$ cat config.mk
export PLATFORM = sky130hd
export DESIGN_NAME = regbank_write_arbiter
export DESIGN_NICKNAME = d
export VERILOG_FILES = /design/src/rtl/nanorisc_pkg.sv /design/src/rtl/regbank_write_arbiter_rr_pick3.sv /design/src/rtl/regbank_write_arbiter.sv
export SDC_FILE = /design/constraint.sdc
export NUM_CORES = 1
export LEC_CHECK = 0
export BUFFER_PORTS_ARGS = -buffer_cell sky130_fd_sc_hd__buf_2
export CORE_MARGIN = 2
export CORE_UTILIZATION = 47
export DETAILED_ROUTE_END_ITERATION = 6
export PLACE_DENSITY = 0.8
export SYNTH_ARGS = -nofsm -noshare
export SYNTH_HDL_FRONTEND = slang
export SYNTH_SLANG_ARGS = --single-unit
$ cat constraint.sdc
create_clock -name clock -period 3.45 [get_ports clock]
set_input_delay 0 -clock clock [delete_from_list [all_inputs] [get_ports clock]]
set_output_delay 0 -clock clock [all_outputs]
set_load 0.005 [all_outputs]
$ cat src/rtl/nanorisc_pkg.sv
// Shared constants for the nanorisc register bank: widths, bank encodings,
// special register indices and write-requester IDs.
package nanorisc_pkg;

    localparam int DATA_W = 8;
    localparam int ADDR_W = 2;

    localparam logic BANK_A = 1'b0;
    localparam logic BANK_B = 1'b1;

    localparam int MEM_REG_IDX  = 1;
    localparam int ZERO_REG_IDX = 0;

    typedef enum logic [1:0] {
        REQ_ALU  = 2'd0,
        REQ_LD   = 2'd1,
        REQ_MV   = 2'd2,
        REQ_NONE = 2'd3
    } req_id_e;

endpackage

$ cat src/rtl/regbank_write_arbiter_rr_pick3.sv
// Combinational 3-way round-robin picker: the search starts one past the last
// winner and returns a one-hot grant of the first valid requester found.
module rr_pick3 (
    input  logic [2:0] i_valid,
    input  logic [1:0] i_last,
    output logic [2:0] o_gnt
);

    always_comb begin
        o_gnt = 3'b000;
        case (i_last)
            2'd0: begin
                if (i_valid[1])      o_gnt = 3'b010;
                else if (i_valid[2]) o_gnt = 3'b100;
                else if (i_valid[0]) o_gnt = 3'b001;
            end
            2'd1: begin
                if (i_valid[2])      o_gnt = 3'b100;
                else if (i_valid[0]) o_gnt = 3'b001;
                else if (i_valid[1]) o_gnt = 3'b010;
            end
            // last==2 (and the unused encoding 3) restart the search at ALU
            default: begin
                if (i_valid[0])      o_gnt = 3'b001;
                else if (i_valid[1]) o_gnt = 3'b010;
                else if (i_valid[2]) o_gnt = 3'b100;
            end
        endcase
    end

endmodule

$ cat src/rtl/regbank_write_arbiter.sv
// Round-robin write arbiter and one-cycle write sequencer for the register bank,
// with read-after-write hazard detection. Optional: REGARB_ZERO_GUARD_EN drops $zero writes.
module regbank_write_arbiter #(
    parameter int DATA_W = nanorisc_pkg::DATA_W,
    parameter int ADDR_W = nanorisc_pkg::ADDR_W
) (
    input  logic                clock,
    input  logic                reset,
    input  logic                alu_valid,
    output logic                alu_ready,
    input  logic                alu_bank,
    input  logic [ADDR_W-1:0]   alu_addr,
    input  logic [DATA_W-1:0]   alu_data,
    input  logic                ld_valid,
    output logic                ld_ready,
    input  logic [DATA_W-1:0]   ld_data,
    input  logic                mv_valid,
    output logic                mv_ready,
    input  logic                mv_bank,
    input  logic [ADDR_W-1:0]   mv_addr,
    input  logic [DATA_W-1:0]   mv_data,
    output logic                RegWrite,
    output logic                isSendType0,
    output logic [ADDR_W-1:0]   writeReg,
    output logic [DATA_W-1:0]   writeData,
    output logic                RegMemWrite,
    output logic [DATA_W-1:0]   memWrite,
    input  logic [2:0]          rd_bank,
    input  logic [3*ADDR_W-1:0] rd_addr,
    output logic                hazard,
    output logic [1:0]          grant_id
);

    import nanorisc_pkg::*;

    logic [2:0]        w_valid;
    logic [2:0]        w_gnt;
    req_id_e           w_win_id;
    logic              w_sel_bank;
    logic [ADDR_W-1:0] w_sel_addr;
    logic [DATA_W-1:0] w_sel_data;
    logic              w_zero_drop;
    logic              w_match;

    logic [1:0]        r_last;
    logic              r_reg_write;
    logic              r_mem_write;
    logic              r_send;
    logic [ADDR_W-1:0] r_wreg;
    logic [DATA_W-1:0] r_wdata;
    logic [DATA_W-1:0] r_mdata;
    logic [1:0]        r_grant_id;
    logic              r_tgt_bank;
    logic [ADDR_W-1:0] r_tgt_addr;

    assign w_valid = {mv_valid, ld_valid, alu_valid};

    rr_pick3 u_pick (
        .i_valid (w_valid),
        .i_last  (r_last),
        .o_gnt   (w_gnt)
    );

    assign alu_ready = w_gnt[0] & ~reset;
    assign ld_ready  = w_gnt[1] & ~reset;
    assign mv_ready  = w_gnt[2] & ~reset;

    always_comb begin
        w_win_id = REQ_NONE;
        if (w_gnt[0])      w_win_id = REQ_ALU;
        else if (w_gnt[1]) w_win_id = REQ_LD;
        else if (w_gnt[2]) w_win_id = REQ_MV;
    end

    assign w_sel_bank = w_gnt[2] ? mv_bank : alu_bank;
    assign w_sel_addr = w_gnt[2] ? mv_addr : alu_addr;
    assign w_sel_data = w_gnt[2] ? mv_data : alu_data;

`ifdef REGARB_ZERO_GUARD_EN
    assign w_zero_drop = (w_gnt[0] | w_gnt[2]) && (w_sel_bank == BANK_A) &&
                         (w_sel_addr == ADDR_W'(ZERO_REG_IDX));
`else
    assign w_zero_drop = 1'b0;
`endif

    always_ff @(posedge clock or posedge reset) begin
        if (reset) begin
            r_last      <= 2'd2;
            r_reg_write <= 1'b0;
            r_mem_write <= 1'b0;
            r_send      <= 1'b0;
            r_wreg      <= '0;
            r_wdata     <= '0;
            r_mdata     <= '0;
            r_grant_id  <= REQ_NONE;
            r_tgt_bank  <= BANK_A;
            r_tgt_addr  <= '0;
        end else begin
            r_reg_write <= 1'b0;
            r_mem_write <= 1'b0;
            r_grant_id  <= REQ_NONE;
            if (|w_gnt) begin
                // A dropped $zero write still counts as a turn for fairness
                r_last <= w_win_id;
                if (w_gnt[1]) begin
                    r_mem_write <= 1'b1;
                    r_mdata     <= ld_data;
                    r_tgt_bank  <= BANK_A;
                    r_tgt_addr  <= ADDR_W'(MEM_REG_IDX);
                    r_grant_id  <= REQ_LD;
                end else if (!w_zero_drop) begin
                    r_reg_write <= 1'b1;
                    r_send      <= w_sel_bank;
                    r_wreg      <= w_sel_addr;
                    r_wdata     <= w_sel_data;
                    r_tgt_bank  <= w_sel_bank;
                    r_tgt_addr  <= w_sel_addr;
                    r_grant_id  <= w_win_id;
                end
            end
        end
    end

    always_comb begin
        w_match = 1'b0;
        for (int i = 0; i < 3; i++) begin
            if ((rd_bank[i] == r_tgt_bank) && (rd_addr[i*ADDR_W +: ADDR_W] == r_tgt_addr)) begin
                w_match = 1'b1;
            end
        end
    end

    assign hazard      = (r_reg_write | r_mem_write) & w_match;
    assign RegWrite    = r_reg_write;
    assign isSendType0 = r_send;
    assign writeReg    = r_wreg;
    assign writeData   = r_wdata;
    assign RegMemWrite = r_mem_write;
    assign memWrite    = r_mdata;
    assign grant_id    = r_grant_id;

endmodule

==> results.cfg, run 1 <==
[clock_tree]
cts_root_buf = clkbuf_4
cts_max_level = 1
clockBufferDepth = 2
path_clk_slew_ps = 150
post_cts_buffers = 0
cts.repair.resized = 0
cts_inserted_buffers = 3
cts_tree = done
cts.sinks = 28
worstSkewPairLatency_ps = 320

[detailed_routing]
drtAntennaViolNets = 0
first_iter_violations = 21
drt-total-wl_um = 3520
wl_per_cell_um = 14.2
vias_per_cell = 5.02
drt_drc_violations_left = 0
drtPass1Iterations = 4
vias = 1246

[sta]
period_share_pct = 66.4
slew_headroom_pct = 41.2
max_freq_mhz = 436
period_minus_slack_ps = 2290
setup_viol = 0
hold_violations = 1
finalMaxSlewViolations = 0
timing.setup.tns_ps = 0
clock-skew-final_ps = 8.71
worst_pin_slew_ps = 877
hold_ws_ps = -3.10
rsz0062_at_grt = false

[critical_path]
start_kind = flop
critPathArrivalTime_ps = 2470
worst-setup-path-type = flop to flop
path_max_fanout = 12
ff2ff_path_depth = 5
required_ps = 3620
ff2ff_setup_slack_ps = 1160
end_kind = flop

[final_layout]
final_cell_mix = 70 x buf_2, 31 x dlygate4sd3_1, 25 x dfrtp_1
mostFrequentLayoutCell = buf_2
nets = 262
area_delta_synth_final_pct = 54.4
post-route-util_pct = 74.5
final_cells = 248
diodes = 0
drive_above_1_share_pct = 38.7

[global_route]
grt_max_degree = 25
grtUsageTotal_pct = 23.4
grt_pass1_wl_um = 5840
grt_overflow = 0
antenna_found_initial = 0
grt_pass1_vias = 1374

[power]
p_per_area_nw_per_um2 = 424
power_uw = 856
power_leakage_nw = 1.02
ir_drop_mv = 0.304

[die]
start_util_pct = 48.2
die_h_um = 56.7
ios = 71
dieArea_um2 = 3220
fp-row-count = 19
core_um2 = 2710
die_w_um = 56.7

[hold_path]
holdPathStages = 3
hold_class = input port to flop

[place]
gp_congestion = 0.692
dp_hpwl_um = 2230
port_buffers = 70
post-place-cells = 213

[run]
max_cap_violations = 0

[logic_synthesis]
ys_types = 27
synth_adder_area_share_pct = 0
synth_area_per_cell_um2 = 11.4
yosysSeqAreaShare_pct = 53.9
synth_top_area_share_pct = 47.8
synth_compound_area_share_pct = 11.9
synth_cells = 115
synthXorXnorAreaFrac_pct = 6.03
synth_area_um2 = 1310
syn_nets = 159
netlist_top_cells_area = dfrtp_1 48%, mux2i_1 8.4%, mux2_1 6.9%, dfstp_2 6.0%, xnor2_1 6.0%
synth_top_family_by_area = multiplexers
synth.area.mux_share_pct = 15.3
synth_simple_gate_area_share_pct = 9.57
ys_warn_count = 0
synth_top_area_cell = dfrtp_1
ys_ff_latch = 28

[status]
violations = hold timing
status = finished with violations
logic make-up after synthesis:
kind of cell	after synthesis
AND/OR/NAND/NOR	28
flip-flops	28
AO/OA/AOI/OAI	23
multiplexers	19
XOR/XNOR	9
buffers and inverters	8
registers in the layout (all words and copies together), names as in the netlist:
register and cells:
memWrite 8, writeData 8, grant_id 2, r_last 2, r_tgt_addr 2, writeReg 2, RegMemWrite 1, RegWrite 1
isSendType0 1, r_tgt_bank 1
metal layers:
layer	vias to the layer above	global-route usage [%]	routed length, um	part of all wire, %
li1	594	-	-	-
met1	580	26.4	1370	39
met2	58	42.2	1830	52
met3	14	3.46	196	5.6
met4	0	12.3	133	3.8
met5	-	0	0	0
power by group:
group | total, mW | switching [mW] | leakage (nW) | internal, mW
clock network | 0.135 | 0.0899 | 0.0150 | 0.0452
logic | 0.285 | 0.127 | 0.671 | 0.158
registers | 0.437 | 0.0415 | 0.329 | 0.395
Yosys cell counts (all sizes together):
library cell / n
a21oi: 3
nor3: 1
nand2b: 1
nor2b: 1
o211a: 1
inv: 4
o21ai: 14
nor2: 7
mux2i: 11
o2bb2ai: 1
nand3: 3
mux2: 8
a2bb2oi: 1
nand2: 13
and2b: 1
xnor2: 9
a21boi: 2
nor4: 1
buf: 4
dfstp: 3
a31oi: 1
dfrtp: 25
path summary, 6_finish.rpt:
kind	from	to
max in group asynchronous	reset	grant_id[1]
worst max-delay path	r_last[1]	writeData[4]
worst min register to register	writeData[3]	writeData[3]
worst min-delay path	mv_addr[0]	r_tgt_addr[0]
worst max register to register	r_last[1]	writeData[4]
min in group asynchronous	reset	memWrite[4]
area by class of cell:
cell class / instances / area, um2
Clock buffer: 4 / 26.3
Fill cell: 190 / 692
Inverter: 4 / 15.0
Multi-Input combinational cell: 79 / 566
Sequential cell: 28 / 704
Tap cell: 31 / 38.8
Timing Repair Buffer: 102 / 668
critical path, stage by stage (launching register included):
cell           delay (ps)
dfstp_2               590
nand2b_2              180
a2bb2oi_4             440
mux2i_1               270
dlygate4sd3_1         590
o21ai_1                70
metrics by stage:
step	worst slack (ps)	cell area, um2
floorplan	1950	1310
global placement	1740	1680
detailed placement	1640	1680
CTS	1190	2020
global route	1070	2020
finish	1160	2020
repair_timing:
action / 4_1_cts / 5_1_grt
endpoints found under the hold margin: 28 / 0
endpoints found under the setup margin: 0 / 0
hold buffers: 31 / 0
(Power assumes the default switching activity.)
==> run 2: changes to the inputs <==
--- a/config.mk
+++ b/config.mk
@@ -5,11 +5,12 @@
 export SDC_FILE = /design/constraint.sdc
 export NUM_CORES = 1
 export LEC_CHECK = 0
+export ABC_AREA = 1
 export BUFFER_PORTS_ARGS = -buffer_cell sky130_fd_sc_hd__buf_2
 export CORE_MARGIN = 2
-export CORE_UTILIZATION = 47
+export CORE_UTILIZATION = 45
 export DETAILED_ROUTE_END_ITERATION = 6
-export PLACE_DENSITY = 0.8
+export PLACE_DENSITY = 0.75
 export SYNTH_ARGS = -nofsm -noshare
 export SYNTH_HDL_FRONTEND = slang
 export SYNTH_SLANG_ARGS = --single-unit
==> constraint.sdc (replaced) <==
create_clock -name clock -period 2.3 [get_ports clock]
set_input_delay 0 -clock clock [delete_from_list [all_inputs] [get_ports clock]]
set_output_delay 0 -clock clock [all_outputs]
set_load 0.005 [all_outputs]
==> results.cfg, run 2 <==
[global_route]
grtUsageTotal_pct = 22.6
grt_pass1_wl_um = 6180
grt_max_degree = 29
antenna_found_initial = 0
grt_pass1_vias = 1475
grt_overflow = 0

[sta]
worst_pin_slew_ps = 1000
clock-skew-final_ps = 13.3
period_share_pct = 91.2
finalMaxSlewViolations = 0
slew_headroom_pct = 33.2
timing.setup.tns_ps = 0
max_freq_mhz = 477
setup_viol = 0
hold_violations = 0
period_minus_slack_ps = 2100
rsz0062_at_grt = false

[place]
post-place-cells = 299
gp_congestion = 0.723
dp_hpwl_um = 2440
port_buffers = 70
post_dp_cell_area_um2 = 1810

[detailed_routing]
first_iter_violations = 65
vias_per_cell = 4.54
vias = 1517
drt_drc_violations_left = 0
drtPass1Iterations = 4
drt-total-wl_um = 3840
drtAntennaViolNets = 0
wl_per_cell_um = 11.5

[final_layout]
diodes = 0
final_cell_mix = 89 x nand2_1, 70 x buf_2, 31 x dlygate4sd3_1
nets = 335
fin_area_um2 = 2160
final_cells = 334
area_delta_synth_final_pct = 49.8
nFillCells = 257
mostFrequentLayoutCell = nand2_1
post-route-util_pct = 70.9
drive_above_1_share_pct = 29.3

[logic_synthesis]
synth_ff_type = dfrtp_1
async_flop_share_pct = 100
synth_area_um2 = 1440
synth_top_family_by_area = simple AND/OR/NAND/NOR gates
synth_edf_count = 0
synth_top_area_share_pct = 43.3
synth_compound_area_share_pct = 0.693
syn_nets = 234
ys_types = 19
ys_warn_count = 0
synth_top_area_cell = dfrtp_1
synth_adder_area_share_pct = 0
synth_area_per_cell_um2 = 7.60
ys_top_cells_by_count = 89 x nand2_1, 25 x dfrtp_1, 21 x inv_1, 19 x nand3_1, 8 x nand3b_1
synth_cells = 190
synthXorXnorAreaFrac_pct = 3.03
synth_simple_gate_area_share_pct = 38.4
synth_most_common_cell = nand2_1
synth.area.mux_share_pct = 0
ys_ff_latch = 28
yosysSeqAreaShare_pct = 48.8
netlist_top_cells_area = dfrtp_1 43%, nand2_1 23%, nand3_1 6.6%, dfstp_2 5.5%, inv_1 5.5%

[power]
ir_drop_mv = 0.437
sequentialPowerShare_pct = 48.1
power_switching_uw = 448
cellInternalPower_uw = 940
p_per_area_nw_per_um2 = 642
p_comb_share_pct = 35.0
power_mw = 1.39
sw_frac_of_total_pct = 32.3
clkPwrFrac_pct = 16.8
power_leakage_nw = 1.24

[critical_path]
ff2ff_setup_slack_ps = 200
start_kind = flop
ff2ff_path_depth = 8
path_max_fanout = 13
end_kind = flop
critPathArrivalTime_ps = 2370
worst-setup-path-type = flop to flop
r2r-start = r_last[1]
required_ps = 2570
timing.rr.end = writeData[2]

[clock_tree]
cts_root_buf = clkbuf_4
worstSkewPairLatency_ps = 320
cts_tree = done
post_cts_buffers = 0
cts.sinks = 28
path_clk_slew_ps = 150
cts_max_level = 1
clockBufferDepth = 2
cts_inserted_buffers = 3

[run]
max_cap_violations = 0

[hold_path]
holdPathStages = 5
hp-start = mv_bank
min_to = isSendType0
hold_class = input port to flop

[die]
core_um2 = 3050
die_w_um = 60.6
ios = 71
fp-row-count = 20
die_h_um = 60.6
dieArea_um2 = 3680
start_util_pct = 47.3

[status]
status = finished, final reports clean
## run 2: cells by family after synthesis
| kind of cell | after synthesis |
|---|---|
| AO/OA/AOI/OAI | 2 |
| buffers and inverters | 29 |
| AND/OR/NAND/NOR | 126 |
| XOR/XNOR | 5 |
| flip-flops | 28 |
## run 2: power groups by stage
stage	clock network [mW]	logic, mW	registers, mW
after CTS	0.237	0.480	0.666
after detailed placement	0	0.415	0.674
final	0.234	0.486	0.668
after global routing	0.262	0.559	0.680
after floorplan	0	0.235	0.680
after global placement	0	0.408	0.673
## run 2: through the flow
stage | hold WS, ps | setup slack, ps
4_1_cts | 3.62 | 108
5_1_grt | 32.2 | 71.7
3_3_place_gp | 199 | 641
6_report | 9.88 | 203
3_5_place_dp | 206 | 592
2_1_floorplan | 31.1 | 1010
## run 2: per-layer routing
metal	global-route usage, %	wire length [um]	vias up
li1	-	-	777
met1	27.8	1530	670
met2	39.6	2010	60
met3	3.84	210	10
met4	8.70	88	0
met5	0	0	-
## run 2: worst max-delay path: stages, from the launching register on
cell and delay, ps:
dfstp_2 570, nor2_1 40, nand2_1 80, buf_4 200, nand3_2 270, nand2_1 150
nand3_1 70, dlygate4sd3_1 580, nand2_1 90
## run 2: layout make-up
class / count / area [um2] / area share [%]
Inverter: 23 / 86.3 / 3.99
Tap cell: 44 / 55.1 / 2.54
Clock buffer: 4 / 36.3 / 1.68
Sequential cell: 28 / 704 / 32.6
Multi-Input combinational cell: 133 / 613 / 28.3
Timing Repair Buffer: 102 / 668 / 30.9
## run 2: how the worst max path moves through the flow
| stage | cells after the start | startpoint | endpoint |
|---|---|---|---|
| floorplan | 8 | r_last[1] | writeData[6] |
| global placement | 8 | r_last[1] | r_tgt_addr[0] |
| detailed placement | 8 | r_last[1] | r_tgt_addr[0] |
| CTS | 8 | r_last[1] | writeData[2] |
| global route | 8 | r_last[1] | writeData[2] |
| finish | 8 | r_last[1] | writeData[2] |
## run 2: repair_timing
item | CTS | global route
endpoints found under the setup margin | 0 | 7
hold buffers | 31 | 0
resized for setup | 0 | 1
hold endpoints to repair | 49 | 0
